$ cat src/rtl/apb_slave_regif_if.sv
// APB4 bus bundle between the interconnect (master) and apb_slave_regif (slave).
interface apb_slave_regif_if #(
  parameter int ADDR_WIDTH = 12,
  parameter int DATA_WIDTH = 32
);
  localparam int STRB_W = DATA_WIDTH / 8;

  logic                  psel;
  logic                  penable;
  logic                  pwrite;
  logic [ADDR_WIDTH-1:0] paddr;
  logic [DATA_WIDTH-1:0] pwdata;
  logic [STRB_W-1:0]     pstrb;
  logic [DATA_WIDTH-1:0] prdata;
  logic                  pready;
  logic                  pslverr;

  modport master (
    output psel, penable, pwrite, paddr, pwdata, pstrb,
    input  prdata, pready, pslverr
  );

  modport slave (
    input  psel, penable, pwrite, paddr, pwdata, pstrb,
    output prdata, pready, pslverr
  );
endinterface

$ cat src/rtl/apb_slave_regif.sv
// APB4 completer bridging one APB port to a register-file backend with ack handshake.
// Optional WAIT timeout enabled by defining APB_SLV_TIMEOUT_EN.
module apb_slave_regif #(
  parameter int ADDR_WIDTH     = 12,
  parameter int DATA_WIDTH     = 32,
  parameter int BASE_ADDR      = 0,
  parameter int ADDR_RANGE     = 4096,
  parameter int TIMEOUT_CYCLES = 16,
  localparam int STRB_W        = DATA_WIDTH / 8
) (
  input  logic                  pclk,
  input  logic                  prst,
  apb_slave_regif_if.slave      apb,
  output logic [ADDR_WIDTH-1:0] reg_addr,
  output logic                  reg_wr,
  output logic                  reg_rd,
  output logic [DATA_WIDTH-1:0] reg_wdata,
  output logic [STRB_W-1:0]     reg_strb,
  input  logic [DATA_WIDTH-1:0] reg_rdata,
  input  logic                  reg_ack,
  input  logic                  reg_err
);

  typedef enum logic [1:0] {IDLE, REQ, WAIT, RESP} state_t;

  localparam logic [ADDR_WIDTH+1:0] BASE_X     = (ADDR_WIDTH+2)'(BASE_ADDR);
  localparam logic [ADDR_WIDTH:0]   RANGE_X    = (ADDR_WIDTH+1)'(ADDR_RANGE);
  localparam logic [ADDR_WIDTH-1:0] ALIGN_MASK = ADDR_WIDTH'(STRB_W - 1);

  state_t                state;
  state_t                state_n;
  logic                  derr;
  logic                  access;
  logic                  timeout;
  logic                  out_of_win;
  logic                  misaligned;
  logic                  resp_err;
  logic [DATA_WIDTH-1:0] resp_data;
  logic [ADDR_WIDTH+1:0] addr_off;

  // Offset carries a borrow bit so addresses below the base cannot wrap into the window.
  assign addr_off   = {2'b00, apb.paddr} - BASE_X;
  assign out_of_win = addr_off[ADDR_WIDTH+1] || (addr_off[ADDR_WIDTH:0] >= RANGE_X);
  assign misaligned = |(apb.paddr & ALIGN_MASK);
  assign access     = apb.psel & apb.penable;

  assign reg_addr  = addr_off[ADDR_WIDTH-1:0];
  assign reg_wdata = apb.pwdata;
  assign reg_strb  = apb.pwrite ? apb.pstrb : '1;

`ifdef APB_SLV_TIMEOUT_EN
  localparam int CNT_W = $clog2(TIMEOUT_CYCLES) + 1;

  logic [CNT_W-1:0] wait_cnt;

  always_ff @(posedge pclk) begin
    if (prst || state != WAIT) wait_cnt <= '0;
    else                       wait_cnt <= wait_cnt + 1'b1;
  end

  assign timeout = (wait_cnt == CNT_W'(TIMEOUT_CYCLES - 1));
`else
  assign timeout = 1'b0;
`endif

  always_ff @(posedge pclk) begin
    if (prst) begin
      state       <= IDLE;
      apb.pready  <= 1'b0;
      apb.pslverr <= 1'b0;
      apb.prdata  <= '0;
    end else begin
      state       <= state_n;
      apb.pready  <= (state_n == RESP);
      apb.pslverr <= (state_n == RESP) & resp_err;
      apb.prdata  <= (state_n == RESP) ? resp_data : '0;
    end
  end

  always_ff @(posedge pclk) begin
    if (state == IDLE) derr <= out_of_win | misaligned;
  end

  always_comb begin
    state_n   = state;
    reg_wr    = 1'b0;
    reg_rd    = 1'b0;
    resp_err  = 1'b0;
    resp_data = '0;
    case (state)
      IDLE: if (apb.psel && !apb.penable) state_n = REQ;
      REQ: begin
        if (!access) begin
          state_n = IDLE;
        end else if (derr) begin
          state_n  = RESP;
          resp_err = 1'b1;
        end else begin
          reg_wr = apb.pwrite & !prst;
          reg_rd = !apb.pwrite & !prst;
          if (reg_ack) begin
            state_n   = RESP;
            resp_err  = reg_err;
            resp_data = (!apb.pwrite && !reg_err) ? reg_rdata : '0;
          end else begin
            state_n = WAIT;
          end
        end
      end
      WAIT: begin
        if (!access) begin
          state_n = IDLE;
        end else if (reg_ack) begin
          state_n   = RESP;
          resp_err  = reg_err;
          resp_data = (!apb.pwrite && !reg_err) ? reg_rdata : '0;
        end else if (timeout) begin
          state_n  = RESP;
          resp_err = 1'b1;
        end
      end
      RESP:    state_n = IDLE;
      default: state_n = IDLE;
    endcase
  end

endmodule

$ cat src/flat_wrapper.sv
// flat-port wrapper written by rule: the top's interface ports become plain ports
module apb_slave_regif_flat 
#(
  parameter int ADDR_WIDTH     = 12,
  parameter int DATA_WIDTH     = 32,
  parameter int BASE_ADDR      = 0,
  parameter int ADDR_RANGE     = 4096,
  parameter int TIMEOUT_CYCLES = 16,
  localparam int STRB_W        = DATA_WIDTH / 8
)
  (pclk, prst, reg_addr, reg_wr, reg_rd, reg_wdata, reg_strb, reg_rdata, reg_ack, reg_err, apb_psel, apb_penable, apb_pwrite, apb_paddr, apb_pwdata, apb_pstrb, apb_prdata, apb_pready, apb_pslverr);
  apb_slave_regif_if #(.ADDR_WIDTH(ADDR_WIDTH), .DATA_WIDTH(DATA_WIDTH)) apb_i ();
  input  logic pclk;
  input  logic prst;
  output logic [ADDR_WIDTH-1:0] reg_addr;
  output logic reg_wr;
  output logic reg_rd;
  output logic [DATA_WIDTH-1:0] reg_wdata;
  output logic [STRB_W-1:0] reg_strb;
  input  logic [DATA_WIDTH-1:0] reg_rdata;
  input  logic reg_ack;
  input  logic reg_err;
  input wire logic [$bits(apb_i.psel)-1:0] apb_psel;
  input wire logic [$bits(apb_i.penable)-1:0] apb_penable;
  input wire logic [$bits(apb_i.pwrite)-1:0] apb_pwrite;
  input wire logic [$bits(apb_i.paddr)-1:0] apb_paddr;
  input wire logic [$bits(apb_i.pwdata)-1:0] apb_pwdata;
  input wire logic [$bits(apb_i.pstrb)-1:0] apb_pstrb;
  output wire logic [$bits(apb_i.prdata)-1:0] apb_prdata;
  output wire logic [$bits(apb_i.pready)-1:0] apb_pready;
  output wire logic [$bits(apb_i.pslverr)-1:0] apb_pslverr;
  assign apb_i.psel = apb_psel;
  assign apb_i.penable = apb_penable;
  assign apb_i.pwrite = apb_pwrite;
  assign apb_i.paddr = apb_paddr;
  assign apb_i.pwdata = apb_pwdata;
  assign apb_i.pstrb = apb_pstrb;
  assign apb_prdata = apb_i.prdata;
  assign apb_pready = apb_i.pready;
  assign apb_pslverr = apb_i.pslverr;
  apb_slave_regif #(.ADDR_WIDTH(ADDR_WIDTH), .DATA_WIDTH(DATA_WIDTH), .BASE_ADDR(BASE_ADDR), .ADDR_RANGE(ADDR_RANGE), .TIMEOUT_CYCLES(TIMEOUT_CYCLES)) u_core (.pclk(pclk), .prst(prst), .apb(apb_i), .reg_addr(reg_addr), .reg_wr(reg_wr), .reg_rd(reg_rd), .reg_wdata(reg_wdata), .reg_strb(reg_strb), .reg_rdata(reg_rdata), .reg_ack(reg_ack), .reg_err(reg_err));
endmodule
$ cat config.mk
export PLATFORM = sky130hd
export DESIGN_NAME = apb_slave_regif_flat
export DESIGN_NICKNAME = d
export VERILOG_FILES = /design/src/rtl/apb_slave_regif_if.sv /design/src/rtl/apb_slave_regif.sv /design/src/flat_wrapper.sv
export SDC_FILE = /design/constraint.sdc
export NUM_CORES = 1
export LEC_CHECK = 0
export CORE_AREA = 2 2 66 68
export CTS_BUF_LIST = sky130_fd_sc_hd__clkbuf_4 sky130_fd_sc_hd__clkbuf_8
export CTS_CLUSTER_DIAMETER = 60
export CTS_CLUSTER_SIZE = 14
export DETAILED_ROUTE_END_ITERATION = 7
export DIE_AREA = 0 0 68 70
export DONT_BUFFER_PORTS = 1
export HOLD_SLACK_MARGIN = 0.12
export PLACE_DENSITY = 0.64
export RECOVER_POWER = 25
export SLEW_MARGIN = 20
export SYNTH_ARGS = -nofsm -noshare
export SYNTH_HDL_FRONTEND = slang
export SYNTH_SLANG_ARGS = --single-unit
export TNS_END_PERCENT = 100
$ cat constraint.sdc
create_clock -name pclk -period 3.45 [get_ports pclk]
set_clock_uncertainty 0.2 [all_clocks]
set_input_delay 0.345 -clock pclk [delete_from_list [all_inputs] [get_ports pclk]]
set_output_delay 0.345 -clock pclk [all_outputs]
set_load 0.02 [all_outputs]
### After elaboration in Yosys (flattened, before gate mapping)

Cells that the tools add are included.

| storage, ports and cells | value |
|---|---|
| input port bits | 87 |
| output and inout port bits | 84 |
| logic and storage cells | 50 |
| register bits after elaboration | 37 |

| cells by class | value |
|---|---|
| bitwise logic cells | 6 |
| magnitude comparators | 1 |
| reduce and logical (&&, ||, !) cells | 9 |
| equal/unequal tests | 4 |
| muxes and demuxes | 25 |

Operators with widths:

| kind | number |
|---|---|
| 32-bit 2-to-1 mux | 5 |
| 32-bit case mux with 2 select lines | 1 |
| 12-bit by 13-bit >= comparator with 1-bit output (second input constant) | 1 |
| 1-bit 2-to-1 mux | 11 |
| 2-bit 2-to-1 mux | 5 |
| 2-bit case mux with 4 select lines | 1 |
| 2-bit == test (second input constant) | 3 |
| 1-bit AND | 4 |
| 1-bit logical NOT | 4 |
| 4-bit 2-to-1 mux | 1 |
| 2-bit OR reduction | 2 |
| 2-bit by 1-bit == test with 1-bit output (second input constant) | 1 |
| 1-bit logical AND | 2 |
| 2-bit logical NOT | 1 |
| 1-bit case mux with 2 select lines | 1 |
| 1-bit NOT | 1 |
| 1-bit OR | 1 |

### Longest topological paths before layout

Gate-level depths: netlist of the first run.

| depth | value |
|---|---|
| depth after elaboration | 7 |
| depth in mapped cells | 7 |
| depth with buffers taken out | 6 |

### Least setup slack after synthesis of the first run

No wires, ideal clock.

| path | value |
|---|---|
| path type | reg-to-output |
| from | register u_core.state[1] |
| to | output port reg_wr |
| data arrival time | 1.499 ns |
| setup slack | 1.406 ns |
| cell stages (with the launch flop) | 5 |
| buffers on the path | 0 |
| required time | 2.905 ns |
| cell sequence | dfxtp_1 > inv_1 > ha_1 > nand3_1 > nor4b_1 |

| between the ends | value |
|---|---|
| cells in the longest elaborated chain, start to end | 2 |

RTL lines:

| element | line | source |
|---|---|---|
| start: declaration | apb_slave_regif.sv:30 | `state_t state;` |
| start signal: assignment | apb_slave_regif.sv:73 | `state <= state_n;` |
| 2-bit by 1-bit == test with 1-bit output | apb_slave_regif.sv:90 | `case (state)` |
| 1-bit 2-to-1 mux | apb_slave_regif.sv:90 |  |
| end: declaration | flat_wrapper.sv:16 | `output logic reg_wr;` |

No other way between the ends.

### Final worst setup path of the first run

| path | value |
|---|---|
| from | register u_core.state[1] |
| to | register u_core.apb.pslverr |

| between the ends | value |
|---|---|
| cells in the longest elaborated chain, start to end | 5 |
| elaborated cells on any way between the ends | 11 |
| classes of those cells | eq/ne (4); mux (5); bitwise (1); reduce/logical (1) |

RTL lines:

| element | line | source |
|---|---|---|
| 2-bit 2-to-1 mux | apb_slave_regif.sv:113 | `end else if (reg_ack) begin` |
| 2-bit 2-to-1 mux | apb_slave_regif.sv:111 | `if (!access) begin` |
| 2-bit case mux with 4 select lines | apb_slave_regif.sv:90 |  |
| 2-bit == test | apb_slave_regif.sv:75 | `apb.pslverr <= (state_n == RESP) & resp_err;` |
| 1-bit AND (*) | apb_slave_regif.sv:75 |  |
| end signal: assignment | apb_slave_regif.sv:75 |  |
| end: declaration | apb_slave_regif_if.sv:25 | `output prdata, pready, pslverr` |

Mark *: on every way between the ends. The rest lies on a longest branch, timed or not.
A chain may end at the register's enable or synchronous reset.

==> results.toml, run 1 <==
[clocking]
insertion_delay_ns = 0.28
cts_resized = 0
cts_tree = "built"
clk_pin_slew_worst_paths_ns = 0.07
root_buffer = "clkbuf_8"
cts_buffers = 5
htreeDepth = 2
clock-sinks = 37
clockBufferDepth = 2

[worst_setup_path]
critPathLaunchType = "flop"
critPathLaunch = "u_core.state[1]$_SDFF_PP0_"
reg2reg_from = "u_core.state[1]$_SDFF_PP0_"
cp_max_fo = 34
cp-end-kind = "flop"
cp.required_ns = 3.48
crit_type = "flop to flop"
critPathArrivalTime_ns = 2.82

[detailed_routing]
avgRoutedWirePerCell_um = 17.0
vias_per_cell = 4.82
drtPass1Iterations = 5
post-route-drc-count = 0
final_antenna_net_count = 0
drt_iter0_drc = 40
via_count = 1146
drt-total-wl_mm = 4.05

[sta]
setup_viol = 0
hold_viol = 0
period_needed_ns = 2.80
tightest_slew_ns = 1.06
max_freq_mhz = 357
fin_setup_tns_ns = 0
slew_headroom_pct = 28.2
rsz0062_at_grt = "false"
slew_viol_final = 0
layout_worst_path_cycle_share_pct = 81.1

[synth]
synth-simple-area-share_pct = 25.3
syn_area_mm2 = 0.00171
ys_seq_elements = 37
synthMuxAreaShare_pct = 0
synth_cell_types = 26
synth-compound-area-share_pct = 4.47
synth_top_family_by_area = "simple AND/OR/NAND/NOR gates"
synth_xor_area_share_pct = 0
syn_nets = 277
ys_warn_count = 0
synth.avg_cell_area_um2 = 9.19
syn_inst = 186
yosysSeqAreaShare_pct = 43.9
synthAdderAreaFrac_pct = 2.93

[placement]
dp.cells = 189
place_congestion = 0.748
port_buffers = 0
place_hpwl_mm = 2.94

[floorplanning]
io_pins = 171
fp.dieW_um = 68
start_util_pct = 41.2
coreArea_mm2 = 0.00414
row_count = 24
fp.dieH_um = 70
dieArea_mm2 = 0.00476

[grt]
grt_pass1_vias = 1088
grt.overflow.total = 0
grt_pass1_wl_mm = 5.73
gr-usage-all-layers_pct = 16.4
grt_max_degree = 35
antenna_found_initial = 3

[final_layout]
fin_nets = 273
final_common_cell = "dlygate4sd3_1"
fin_cells = 238
drive_above_1_share_pct = 18.6
syn2layout_area_growth_pct = 10.2
final_cell_mix = "dlygate4sd3_1 (38), dfxtp_1 (36), nor2_1 (24)"

[power]
peakVddDrop_uv = 192
finalPower_uw = 1040
p_per_area_mw_per_mm2 = 551
leakage_uw = 0.000684

[flow_run]
maxCapViolCount = 0

[run_status]
status = "finished, final reports clean"

[hold_path]
hold_class = "input pin to flop"
hp-start = "apb_penable"
==> cell usage after synthesis <==
| cell | instances | area share [%] |
|---|---|---|
| dfxtp_1 | 36 | 42 |
| nor4_1 | 1 | 0.37 |
| a22oi_1 | 1 | 0.44 |
| buf_6 | 3 | 2.0 |
| buf_2 | 2 | 0.59 |
| ha_1 | 4 | 2.9 |
| nand2_1 | 23 | 5.1 |
| nor2b_1 | 1 | 0.37 |
| nand2_2 | 10 | 3.7 |
| nor2_2 | 10 | 3.7 |
| a2111oi_4 | 1 | 1.6 |
| nand2b_1 | 5 | 1.8 |
| o2111ai_1 | 2 | 1.0 |
| buf_4 | 45 | 20 |
| o211a_1 | 1 | 0.59 |
| a21o_1 | 1 | 0.44 |
| edfxtp_1 | 1 | 1.8 |
| a31oi_1 | 1 | 0.37 |
| nor2_1 | 24 | 5.3 |
| nand3_1 | 3 | 0.88 |
| nand4b_4 | 1 | 1.4 |
| or2_2 | 1 | 0.37 |
| nor4b_1 | 1 | 0.51 |
| inv_1 | 5 | 1.1 |
| nor3_1 | 1 | 0.29 |
| nand2b_4 | 2 | 1.6 |
==> power by group <==
part / switching (uW) / internal [uW]
logic: 154 / 106
registers: 22.3 / 450
clock network: 144 / 162
==> cell type report <==
type / instances / area [um2]
Antenna cell: 3 / 7.51
Multi-Input combinational cell: 94 / 558
Inverter: 5 / 18.8
Sequential cell: 37 / 751
Clock inverter: 2 / 13.8
Clock buffer: 6 / 82.6
Timing Repair Buffer: 39 / 388
Tap cell: 52 / 65.1
Fill cell: 379 / 2260
==> worst paths after layout <==
path | to | slack [ns] | cells past startpoint
worst min-delay path | u_core.state[0]$_SDFF_PP0_ | 0.18 | 3
worst max-delay path | u_core.apb.pslverr$_SDFF_PP0_ | 0.65 | 7
worst min register to register | u_core.state[1]$_SDFF_PP0_ | 0.49 | 3
worst max register to register | u_core.apb.pslverr$_SDFF_PP0_ | 0.65 | 7
==> logic make-up after synthesis <==
logic type	Yosys count
buffers and inverters	55
adders and majority gates	4
AOI/OAI and AO/OA	7
and+or+nand+nor	83
DFF	37
==> flip-flops by register name, indices dropped and copies added (netlist names) <==
name	cells
u_core.apb.prdata	32
u_core.apb.pslverr	1
u_core.apb.pready	1
u_core.state	2
u_core.derr	1
==> per-stage QoR <==
step           setup WS [ns]  utilization (%)  hold WS [ns]  cell area [um2]
3_5_place_dp            1.17             33.8         0.221             1400
5_1_grt                0.459             45.5         0.199             1880
4_1_cts                0.639             45.3         0.171             1880
6_report               0.651             45.5         0.178             1880
2_1_floorplan           1.41                -         0.217             1710
3_3_place_gp            1.32             33.8         0.218             1400
==> worst max-delay path, stage by stage, from the launching register on <==
cell and delay, ns:
dfxtp_1 0.34, inv_1 0.11, ha_1 0.24, nand3_1 0.17, o211a_1 0.28, nand4b_4 0.51
nor3_1 0.33, dlygate4sd3_1 0.56
==> per-layer routing <==
layer	vias up	share of wire (%)	global-route usage [%]
li1	528	-	-
met1	500	27	12.3
met2	100	53	30.1
met3	18	17	11.1
met4	0	3.0	7.33
met5	-	0	0
==> repair_timing <==
action                                 in CTS  in global routing
buffers inserted                            0                  0
endpoints found under the hold margin      36                  0
hold buffers                               38                  0
Note: power is estimated with default switching activity, not from simulation.
==> run 2: changes to the inputs <==
==> constraint.sdc (replaced) <==
create_clock -name pclk -period 2.6 [get_ports pclk]
set_clock_uncertainty 0.2 [all_clocks]
set_input_delay 0.26 -clock pclk [delete_from_list [all_inputs] [get_ports pclk]]
set_output_delay 0.26 -clock pclk [all_outputs]
set_load 0.02 [all_outputs]
==> run 2 against run 1 <==
  * Critical path depth unchanged
  * Flip-flop and latch count unchanged
  * Critical endpoint unchanged
  * Via count increased by 0.17%
  * Non-clock buffer count increased by 6
  * Die area unchanged
  * Register-to-register slack got worse by 0.52 ns
  * Largest cell class unchanged
  * Global-route usage increased by 0.34 points
  * Setup slack got worse by 0.52 ns
  * Count of clock-buffer cells in the layout unchanged
  * Maximum frequency increased by 13%
  * Largest power group unchanged
==> results.toml, run 2 (same netlist as run 1, synthesis figures left out) <==
[power]
p_per_area_mw_per_mm2 = 735
peakVddDrop_uv = 221
leakage_uw = 0.000710

[worst_setup_path]
cp-end-kind = "flop"
rr_endpoint = "u_core.apb.pslverr$_SDFF_PP0_"
critPathLaunch = "u_core.state[0]$_SDFF_PP0_"
cp_max_fo = 4
crit_family = "buffers and inverters"
critPathLaunchType = "flop"
crit_type = "flop to flop"
max_stage_delay_ns = 0.56
critPathArrivalTime_ns = 2.50
crit_chain = "inv_1 > ha_1 > inv_1 > a22oi_1 > dlygate4sd3_1 > nor3_1 > dlygate4sd3_1"
reg2reg_depth = 7
cp_slowest_cell = "dlygate4sd3_1"
cp.required_ns = 2.63
reg2reg_slack_ns = 0.13
reg2reg_from = "u_core.state[0]$_SDFF_PP0_"
cp_num_buf_inv = 4

[clocking]
htreeDepth = 2
clock-sinks = 37
cts_buffers = 5
clk_pin_slew_worst_paths_ns = 0.08
clockBufferDepth = 2
cts_tree = "built"
root_buffer = "clkbuf_8"
cts_resized = 0
insertion_delay_ns = 0.28

[sta]
tightest_slew_ns = 0.396
period_needed_ns = 2.47
fin_ws_ns = 0.127
setup_viol = 0
max_freq_mhz = 404
fin_setup_tns_ns = 0
layout_worst_path_cycle_share_pct = 95.1
hold_viol = 0
slew_headroom_pct = 73.5
rsz0062_at_grt = "false"
slew_viol_final = 0

[final_layout]
final_common_cell = "dlygate4sd3_1"
drive_above_1_share_pct = 19.7
fin_nets = 279
final_cell_mix = "dlygate4sd3_1 (40), dfxtp_1 (36), nor2_1 (24)"
syn2layout_area_growth_pct = 12.6
top_register = "u_core.apb.prdata"
fill_cells = 376
largest_register_ffs = 32
reg_top3 = "u_core.apb.prdata x32, u_core.state x2"

[hold_path]
hold_class = "input pin to flop"
hp-start = "apb_penable"
whs_path_depth = 4
hold-path-endpoint = "u_core.state[1]$_SDFF_PP0_"

[detailed_routing]
drt-total-wl_mm = 4.21
drt_iter0_drc = 32
vias_per_cell = 4.74
drtPass1Iterations = 4
final_antenna_net_count = 0
post-route-drc-count = 0
via_count = 1148
avgRoutedWirePerCell_um = 17.4

[floorplanning]
coreArea_mm2 = 0.00414
row_count = 24
start_util_pct = 41.2
dieArea_mm2 = 0.00476
fp.dieH_um = 70
io_pins = 171
fp.dieW_um = 68

[grt]
antenna_found_initial = 2
grt_max_degree = 33
grt_pass1_vias = 1058
gr-usage-all-layers_pct = 16.7
grt.overflow.total = 0
grt_pass1_wl_mm = 5.81

[run_status]
status = "finished, final reports clean"

[placement]
port_buffers = 0
place_hpwl_mm = 3.04
dp_slack_ns = 0.512
place_congestion = 0.745

[flow_run]
maxCapViolCount = 0
-- run 2: cell types whose count changed in the layout (fill, tap and decap cells not counted), sizes merged --
cell         delta
buf             +4
clkinv          -2
dlygate4sd3     +2
diode           -1
inv             +1
-- run 2: cell type report --
class                           count  area, um2  area share (%)
Timing Repair Buffer               45        438            22.8
Antenna cell                        2       5.00           0.260
Inverter                            5       18.8           0.975
Clock buffer                        6       82.6            4.29
Clock inverter                      1       6.26           0.325
Multi-Input combinational cell     94        558            29.0
Tap cell                           52       65.1            3.38
Sequential cell                    37        751            39.0
-- run 2: worst min-delay path, stage by stage --
cell and delay, ns:
o2111ai_1 0.05, nand3_1 0.15, nand2_1 0.09, nor2_1 0.04
-- run 2: how the worst max path moves through the flow --
stage / end / slack, ns / cells after the start
after CTS: u_core.apb.pslverr$_SDFF_PP0_ / 0.16 / 7
after global routing: u_core.apb.pslverr$_SDFF_PP0_ / 0.09 / 7
final: u_core.apb.pslverr$_SDFF_PP0_ / 0.13 / 7
after floorplan: reg_wr / 0.64 / 4
after global placement: u_core.apb.prdata[10]$_SDFF_PP0_ / 0.61 / 7
after detailed placement: u_core.apb.prdata[10]$_SDFF_PP0_ / 0.51 / 7
-- run 2: what timing repair did --
item | 4_1_cts | 5_1_grt
buffers inserted | 0 | 1
endpoints found under the setup margin | 0 | 1
hold buffers | 40 | 0
endpoints found under the hold margin | 36 | 0
-- run 2: through the flow --
step / std cells / utilization (%) / area, um2 / hold slack [ns] / total power (uW)
floorplan: 186 / - / 1710 / 0.132 / 987
global placement: 192 / 34.3 / 1420 / 0.135 / 918
detailed placement: 192 / 34.3 / 1420 / 0.137 / 935
CTS: 239 / 46.1 / 1910 / 0.129 / 1410
global route: 242 / 46.4 / 1920 / 0.154 / 1480
finish: 242 / 46.4 / 1920 / 0.141 / 1420
-- run 2: where the power goes --
group / internal (uW) / leakage, uW / switching, uW
Sequential: 597 / 0.000299 / 30.8
Combinational: 172 / 0.000363 / 214
Clock: 210 / 0.0000476 / 191
-- run 2: routing by layer --
| metal | vias to the layer above | global-route usage, % | wire [um] |
|---|---|---|---|
| met5 | - | 0 | 0 |
| met4 | 0 | 7.11 | 86 |
| met3 | 14 | 11.0 | 661 |
| met2 | 102 | 31.7 | 2230 |
| met1 | 493 | 12.0 | 1230 |
| li1 | 539 | - | - |
